`src/rtl/mem_pkg.sv`:
```
// Shared types and constants for the single-port data memory and its clear sequencer.
package mem_pkg;

  typedef enum logic {
    ST_CLEAR = 1'b0,
    ST_IDLE  = 1'b1
  } clr_state_t;

  localparam int RDW_READ_FIRST  = 0;
  localparam int RDW_WRITE_FIRST = 1;

endpackage

```
`src/rtl/mem_clear_fsm.sv`:
```
// Clear sequencer: sweeps every address once after reset or on request, flagging busy meanwhile.
module mem_clear_fsm
  import mem_pkg::*;
#(
  parameter int ADDR_W = 5
) (
  input  logic              clk,
  input  logic              rst_n,
  input  logic              clear_req,
  output logic              busy,
  output logic              clr_we,
  output logic [ADDR_W-1:0] clr_addr
);

  clr_state_t        state_r;
  clr_state_t        next_state_s;
  logic [ADDR_W-1:0] ptr_r;
  logic [ADDR_W-1:0] ptr_next_s;

  // State register and sweep pointer
  always_ff @(posedge clk or negedge rst_n) begin
    if (!rst_n) begin
      state_r <= ST_CLEAR;
      ptr_r   <= {ADDR_W{1'b0}};
    end else begin
      state_r <= next_state_s;
      ptr_r   <= ptr_next_s;
    end
  end

  // Next-state logic; a request while sweeping restarts from address zero
  always_comb begin
    next_state_s = state_r;
    ptr_next_s   = ptr_r;
    case (state_r)
      ST_CLEAR: begin
        if (clear_req) begin
          ptr_next_s = {ADDR_W{1'b0}};
        end else if (ptr_r == {ADDR_W{1'b1}}) begin
          next_state_s = ST_IDLE;
          ptr_next_s   = {ADDR_W{1'b0}};
        end else begin
          ptr_next_s = ptr_r + ADDR_W'(1);
        end
      end
      ST_IDLE: begin
        if (clear_req) begin
          next_state_s = ST_CLEAR;
          ptr_next_s   = {ADDR_W{1'b0}};
        end else begin
          next_state_s = ST_IDLE;
        end
      end
      default: begin
        next_state_s = ST_CLEAR;
        ptr_next_s   = {ADDR_W{1'b0}};
      end
    endcase
  end

  // Output decode
  always_comb begin
    busy     = (state_r == ST_CLEAR);
    clr_we   = (state_r == ST_CLEAR);
    clr_addr = ptr_r;
  end

endmodule

```
`src/rtl/ram_sp_clr.sv`:
```
// Single-port data memory with selectable read latency, read-during-write policy and
// a hardware clear sequencer that fills the array with INIT_VAL.
module ram_sp_clr
  import mem_pkg::*;
#(
  parameter int                DATA_W   = 8,
  parameter int                ADDR_W   = 5,
  parameter int                READ_LAT = 0,
  parameter int                RDW_MODE = 0,
  parameter logic [DATA_W-1:0] INIT_VAL = {DATA_W{1'b0}}
) (
  input  logic              clk,
  input  logic              rst_n,
  input  logic [ADDR_W-1:0] addr,
  input  logic [DATA_W-1:0] data_in,
  input  logic              we,
  input  logic              re,
  input  logic              clear_req,
  output logic [DATA_W-1:0] data_out,
  output logic              busy,
  output logic              wr_err
);

  localparam int DEPTH = 2 ** ADDR_W;

  logic [DATA_W-1:0] mem_r [DEPTH];
  logic              busy_s;
  logic              clr_we_s;
  logic [ADDR_W-1:0] clr_addr_s;
  logic              core_we_s;
  logic              mem_we_s;
  logic [ADDR_W-1:0] mem_addr_s;
  logic [DATA_W-1:0] mem_din_s;
  logic              wr_err_r;

  mem_clear_fsm #(.ADDR_W(ADDR_W)) u_clear (
    .clk      (clk),
    .rst_n    (rst_n),
    .clear_req(clear_req),
    .busy     (busy_s),
    .clr_we   (clr_we_s),
    .clr_addr (clr_addr_s)
  );

  // Core writes only land when idle and no clear is being requested
  always_comb begin
    core_we_s  = we & ~busy_s & ~clear_req;
    mem_we_s   = clr_we_s | core_we_s;
    mem_addr_s = clr_we_s ? clr_addr_s : addr;
    mem_din_s  = clr_we_s ? INIT_VAL : data_in;
  end

  // Storage array, deliberately without reset
  always_ff @(posedge clk) begin
    if (mem_we_s) begin
      mem_r[mem_addr_s] <= mem_din_s;
    end
  end

  // One-cycle flag for a dropped write
  always_ff @(posedge clk or negedge rst_n) begin
    if (!rst_n) begin
      wr_err_r <= 1'b0;
    end else begin
      wr_err_r <= we & (busy_s | clear_req);
    end
  end

  assign busy   = busy_s;
  assign wr_err = wr_err_r;

  if (READ_LAT == 0) begin : g_async_rd
    logic unused_re_s;
    assign unused_re_s = re;
    // Combinational read; the array is meaningless mid-clear so return INIT_VAL
    always_comb begin
      data_out = busy_s ? INIT_VAL : mem_r[addr];
    end
  end else if (READ_LAT == 1) begin : g_sync_rd
    logic [DATA_W-1:0] rd_r;
    // Registered read with selectable read-during-write result
    always_ff @(posedge clk or negedge rst_n) begin
      if (!rst_n) begin
        rd_r <= {DATA_W{1'b0}};
      end else if (re) begin
        if (busy_s) begin
          rd_r <= INIT_VAL;
        end else if ((RDW_MODE == RDW_WRITE_FIRST) && core_we_s) begin
          rd_r <= data_in;
        end else begin
          rd_r <= mem_r[addr];
        end
      end else begin
        rd_r <= rd_r;
      end
    end
    assign data_out = rd_r;
  end else begin : g_bad_lat
    $error("ram_sp_clr: READ_LAT must be 0 or 1");
    assign data_out = {DATA_W{1'b0}};
  end

endmodule

```
`config.mk`:
```
export PLATFORM = sky130hd
export DESIGN_NAME = ram_sp_clr
export DESIGN_NICKNAME = d
export VERILOG_FILES = /design/src/rtl/mem_pkg.sv /design/src/rtl/mem_clear_fsm.sv /design/src/rtl/ram_sp_clr.sv
export SDC_FILE = /design/constraint.sdc
export NUM_CORES = 1
export LEC_CHECK = 0
export ABC_AREA = 1
export CORE_MARGIN = 5
export CORE_UTILIZATION = 56
export DETAILED_ROUTE_END_ITERATION = 6
export PLACE_DENSITY = 0.72
export SETUP_SLACK_MARGIN = 0.4
export SYNTH_ARGS = -nofsm -noshare
export SYNTH_HDL_FRONTEND = slang
export SYNTH_HIERARCHICAL = 1
export SYNTH_SLANG_ARGS = --single-unit
```
`constraint.sdc`:
```
create_clock -name clk -period 2.57 [get_ports clk]
set_clock_uncertainty 0.2 [all_clocks]
set_input_delay 0.771 -clock clk [delete_from_list [all_inputs] [get_ports clk]]
set_output_delay 0.771 -clock clk [all_outputs]
set_load 0.05 [all_outputs]
```
==> results of run 1 <==
==> worst min path at each step <==
stage                                 endpoint  slack (ps)  cells after the start
3_5_place_dp   u_clear/clr_addr[4]$_DFFE_PN0P_         300                      2
2_1_floorplan  u_clear/clr_addr[4]$_DFFE_PN0P_         260                      2
3_3_place_gp   u_clear/clr_addr[4]$_DFFE_PN0P_         290                      2
6_report             u_clear/state_r$_DFF_PN0_         290                      1
5_1_grt              u_clear/state_r$_DFF_PN0_         310                      1
4_1_cts              u_clear/state_r$_DFF_PN0_         290                      1
==> cell usage in the layout, fill, tap and decap left out, types with 8 or more instances in the layout <==
cell type	synthesis	routed
buf_16	0	8
o21ai_1	4	13
buf_6	9	16
buf_12	0	47
nand2_2	1	17
nand2_4	0	12
nand3_1	179	134
nor2_2	1	21
edfxtp_1	256	256
nor2_1	94	29
clkbuf_16	0	29
nand3_2	3	44
inv_1	18	14
buf_8	0	9
clkdlybuf4s50_1	0	11
nor2_4	1	46
buf_4	5	40
nand2_1	337	309
==> layout make-up <==
cell class                      count  area [sq um]
Tap cell                          265           332
Sequential cell                   263          7860
Fill cell                        1171          4760
Inverter                           24           131
Timing Repair Buffer              138          2000
Multi-Input combinational cell    653          3590
Clock inverter                     12          88.8
Clock buffer                       33           698
==> through the flow <==
| stage | setup slack (ps) | cells | power [mW] | util |
|---|---|---|---|---|
| after floorplan | -193 | 994 | 5.23 | - |
| after global placement | -799 | 1300 | 5.47 | 0.651 |
| after detailed placement | -790 | 1300 | 5.48 | 0.651 |
| after CTS | -496 | 1377 | 9.07 | 0.733 |
| after global routing | -624 | 1388 | 9.40 | 0.755 |
| final | -580 | 1388 | 9.13 | 0.755 |
==> metal layers <==
metal,track usage,share of wire
met1,0.342,0.38
met2,0.443,0.50
met3,0.0427,0.083
met4,0.0988,0.043
met5,0,0
==> what timing repair did <==
action,4_1_cts,5_1_grt
setup buffers,24,8
resized for setup,89,87
pin swaps,33,53
hold buffers,0,0
setup endpoints to repair,266,265
cloned,8,3
hold endpoints to repair,0,0
==> registers in the layout, indices dropped and copies added, names as in the netlist <==
| signal | flops |
|---|---|
| u_clear/state_r | 1 |
| wr_err | 1 |
| u_clear/clr_addr | 5 |
| mem_r | 256 |
==> kinds of logic (layout without fill, tap and decap cells) <==
| logic type | count (synthesis) | count (layout) | share of synthesized area |
|---|---|---|---|
| adder cells (fa/ha/maj) | 2 | 2 | 0.00226 |
| buffers and inverters | 78 | 207 | 0.0372 |
| flip-flops | 263 | 263 | 0.711 |
| AND/OR/NAND/NOR | 622 | 622 | 0.235 |
| AO/OA/AOI/OAI | 28 | 28 | 0.0137 |
| XOR/XNOR | 1 | 1 | 0.000792 |
==> power groups by stage <==
stage	sequential (mW)	combinational (mW)	clock, mW
after detailed placement	4.80	0.679	0
final	4.71	0.864	3.55
after global placement	4.80	0.670	0
after CTS	4.71	0.776	3.58
after floorplan	4.80	0.432	0
after global routing	4.71	0.912	3.77
==> impl_metrics.ini, run 1 <==
[status]
status = complete, but fails checks
violations = negative setup slack

[drt]
wire_per_inst_microns = 22.1
drt_first_iter_violations = 865
wl_mm = 30.6
viasPerCell = 5.82
drtAntennaViolNets = 0
dr_total_vias = 8081
drc = 0
drt_first_pass_iters = 5

[synthesis]
synth-edff-count = 256
synth-seq-area-share = 0.711
yosysTopAreaCell = edfxtp_1
synthesis.nets = 1014
synth-async-reset-ratio = 0.0266
synth_area_per_cell_sq_um = 11.1
ys_ff_latch = 263
synth_common_cells = nand2_1, edfxtp_1, nand3_1, nor2_1, buf_2
syn_inst = 994
ys_warn_count = 6
synthDistinctLibCells = 27
ys_top_cells_by_area = edfxtp_1, nand2_1, nand3_1, nor2_1, dfrtp_1
synth_top_area_frac = 0.695
synth_ff_type = edfxtp_1
yosysMostFrequentCell = nand2_1
synthesis.area_sq_um = 11100

[floorplanning]
start_util = 0.568
coreArea_sq_um = 19500
die_h_microns = 151
rows = 51
die_area_sq_um = 22700
dieWidth_microns = 151
pin_count = 28

[worst_setup_path]
crit_end = data_out[6]
path_cells = buf_16, buf_12, buf_8, buf_6, nand2_2, nand3_2, nand3_2, nand2_2, nand2_1, nand3_1, nand2_2, nor2_4, buf_6
worstReg2RegStart = u_clear/state_r$_DFF_PN0_
critPathKind = in2out
r2r_end = mem_r[5][6]$_DFFE_PP_
max_stage_delay_ps = 170
cp-start-kind = input port
crit_cells = 13
crit_path_max_fanout = 7
rr_worst_depth = 9
r2r_setup_slack_ps = 370
cp_data_arrival_time_ps = 2180
critPathBufInv = 5
crit_start = addr[0]
cp.required_ps = 1600
path_delay_family = buffers and inverters
cp_common_cell = nand2_2
crit_path_end_kind = output port
slowest_stage = buf_6

[grt]
grt_max_degree = 57
first_global_vias = 7864
grt_overflow = 0
grt_util_all_layers = 0.262
grt_pass1_wl_mm = 44.4
grt_antenna_before_repair = 0

[placement]
placed_cell_area_sq_um = 12700
portBuffers = 26
hpwl_mm = 16.7
place_congestion = 0.860

[power_and_ir_drop]
combPwrFrac = 0.095
p_seq_frac = 0.516
ir_drop_mv = 0.427
power_frac_clock = 0.389
switching_share = 0.227
power.internal_mw = 7.05
p_switching_mw = 2.07
p_leak_nw = 5.57
powerDensity_nw_per_um2 = 621

[sta]
layout_setup_ws_ps = -580
setup_viol = 8
relSlewSlack = 0.575
fin_crit_ps = 3150
slew_viol_final = 0
finalCritPeriodShare = 1.23
fmax_mhz = 317
holdWs_ps = 295
tns_ps = -4300
hold_viol = 0
rsz0062_at_grt = true
worst_pin_slew_ps = 637

[cells_and_area]
fin_area_sq_um = 14700
drive_gt1_frac = 0.287
syn_to_final_growth_pct = 32.9
final_nets = 1126
diodes = 0

[cts]
cts.clk_slew.worst_paths_ps = 60
cts_tree = built
htree_levels = 1
clk_latency_ps = 530
numCtsBuffers = 26
cts_root_buf = clkbuf_16
cts.path.max_buffers = 3
clock-sinks = 263

[hold_path]
hold_class = in2async

[flow_run]
maxCapViolations = 0
(Power assumes the default switching activity.)
==> run 2: changes to the inputs <==
--- a/config.mk
+++ b/config.mk
@@ -8,6 +8,7 @@
 export ABC_AREA = 1
 export CORE_MARGIN = 5
 export CORE_UTILIZATION = 56
+export CTS_CLUSTER_SIZE = 14
 export DETAILED_ROUTE_END_ITERATION = 6
 export PLACE_DENSITY = 0.72
 export SETUP_SLACK_MARGIN = 0.4
@@ -15,3 +16,4 @@
 export SYNTH_HDL_FRONTEND = slang
 export SYNTH_HIERARCHICAL = 1
 export SYNTH_SLANG_ARGS = --single-unit
+export TNS_END_PERCENT = 100
==> run 2 against run 1 <==
First-iteration DRC count increased by 3.1%. Sequential share of layout area unchanged. Wire length hardly changed. Die area stayed put. Count of clock-buffer cells in the layout is the same. Register-to-register slack about the same. Highest routed layer unchanged. The run still ends with negative setup slack left. Sequential cell count did not move. Critical path depth stayed put. Largest power group unchanged.
==> impl_metrics.ini, run 2 (synthesis results as in run 1) <==
[status]
status = complete, but fails checks
violations = negative setup slack

[grt]
first_global_vias = 7864
grt_antenna_before_repair = 0
grt_overflow = 0
grt_max_degree = 57
grt_pass1_wl_mm = 44.4
grt_util_all_layers = 0.262

[cts]
cts.clk_slew.worst_paths_ps = 60
clock-sinks = 263
numCtsBuffers = 26
htree_levels = 1
clk_latency_ps = 530
cts_root_buf = clkbuf_16
cts_tree = built
cts.path.max_buffers = 3

[worst_setup_path]
cp.required_ps = 1600
crit_start = addr[0]
crit_end = data_out[6]
crit_path_end_kind = output port
r2r_setup_slack_ps = 380
worstReg2RegStart = u_clear/state_r$_DFF_PN0_
crit_cells = 13
rr_worst_depth = 9
critPathKind = in2out
cp-start-kind = input port
max_stage_delay_ps = 170
slowest_stage = buf_6
cp_common_cell = nand2_2
path_cells = buf_16, buf_12, buf_8, buf_6, nand2_2, nand3_2, nand3_2, nand2_2, nand2_1, nand3_1, nand2_2, nor2_4, buf_6
crit_path_max_fanout = 7
cp_data_arrival_time_ps = 2180
path_delay_family = buffers and inverters
critPathBufInv = 5
r2r_end = mem_r[20][2]$_DFFE_PP_

[flow_run]
maxCapViolations = 0

[drt]
dr_total_vias = 8115
drt_first_pass_iters = 5
wl_mm = 30.6
viasPerCell = 5.85
drtAntennaViolNets = 0
wire_per_inst_microns = 22.0
drc = 0
drt_first_iter_violations = 892

[placement]
dp_cells = 1300
hpwl_mm = 16.7
pre_cts_slack_ps = -790
place_congestion = 0.860
portBuffers = 26

[cells_and_area]
final_cell_mix = nand2_1, edfxtp_1, nand3_1
syn_to_final_growth_pct = 32.9
diodes = 0
final_cells = 1388
fill_cells = 1174
drive_gt1_frac = 0.287
layout_commonest_cell = nand2_1
largest_reg_flops = 256
final_nets = 1126
regMostFlops = mem_r

[floorplanning]
die_h_microns = 151
die_area_sq_um = 22700
coreArea_sq_um = 19500
rows = 51
pin_count = 28
dieWidth_microns = 151
start_util = 0.568

[sta]
setup_viol = 8
tns_ps = -4310
relSlewSlack = 0.574
fin_crit_ps = 3150
finalCritPeriodShare = 1.23
slew_viol_final = 0
layout_setup_ws_ps = -584
fmax_mhz = 317
worst_pin_slew_ps = 638
hold_viol = 0
rsz0062_at_grt = true

[power_and_ir_drop]
powerDensity_nw_per_um2 = 621
p_leak_nw = 5.57
ir_drop_mv = 0.427

[hold_path]
hold_class = in2async
==> run 2: cell counts in the layout (fill, tap and decap cells not counted) <==
Identical to the previous run, type by type.
==> run 2: timing repair <==
action | CTS | global route
setup endpoints to repair | 266 | 265
hold buffers | 0 | 0
setup buffers | 24 | 8
pin swaps | 33 | 53
cloned | 8 | 3
resized for setup | 89 | 87
==> run 2: final cells by class <==
class                      instances  area, sq um  share of cell area
tap                              265          332              0.0226
timing repair buffer             138         2000               0.136
sequential                       263         7860               0.535
clock inverter                    12         88.8             0.00604
multi-input combinational        653         3590               0.244
clock buffer                      33          698              0.0475
inverter                          24          131             0.00894
==> run 2: how the worst min path moves through the flow <==
stage | end | slack (ps)
3_3_place_gp | u_clear/clr_addr[4]$_DFFE_PN0P_ | 290
5_1_grt | u_clear/state_r$_DFF_PN0_ | 310
3_5_place_dp | u_clear/clr_addr[4]$_DFFE_PN0P_ | 300
4_1_cts | u_clear/state_r$_DFF_PN0_ | 290
6_report | wr_err$_DFF_PN0_ | 290
2_1_floorplan | u_clear/clr_addr[4]$_DFFE_PN0P_ | 260
==> run 2: worst reg2reg max path: cells and delay by family (launching register included) <==
family | cells | cell delay [ps]
AOI/OAI and AO/OA | 1 | 110
buffers and inverters | 4 | 340
DFF | 1 | 400
and+or+nand+nor | 4 | 800
==> run 2: where the power goes <==
group | internal, mW | switching [mW]
sequential | 4.69 | 0.0168
clock | 2.01 | 1.54
combinational | 0.349 | 0.514
==> run 2: stage by stage <==
stage	utilization	hold slack (ps)	power, mW	cell area (sq um)
after global placement	0.651	292	5.47	12700
after CTS	0.733	294	9.07	14300
after global routing	0.755	306	9.40	14700
after detailed placement	0.651	296	5.48	12700
after floorplan	-	263	5.23	11600
final	0.755	293	9.13	14700
==> run 2: routing by layer <==
layer,GRT usage,part of all wire,vias up
met2,0.443,0.50,440
met3,0.0427,0.082,83
met5,0,0,-
li1,-,-,3655
met4,0.0988,0.042,0
met1,0.342,0.38,3937
==> run 3: changes to the inputs <==
--- a/config.mk
+++ b/config.mk
@@ -10,6 +10,7 @@
 export CORE_UTILIZATION = 56
 export CTS_CLUSTER_SIZE = 14
 export DETAILED_ROUTE_END_ITERATION = 6
+export GPL_TIMING_DRIVEN = 1
 export PLACE_DENSITY = 0.72
 export SETUP_SLACK_MARGIN = 0.4
 export SYNTH_ARGS = -nofsm -noshare
==> results of run 3 <==
No change in the layout: final DEF, timing and power equal those of run 2.
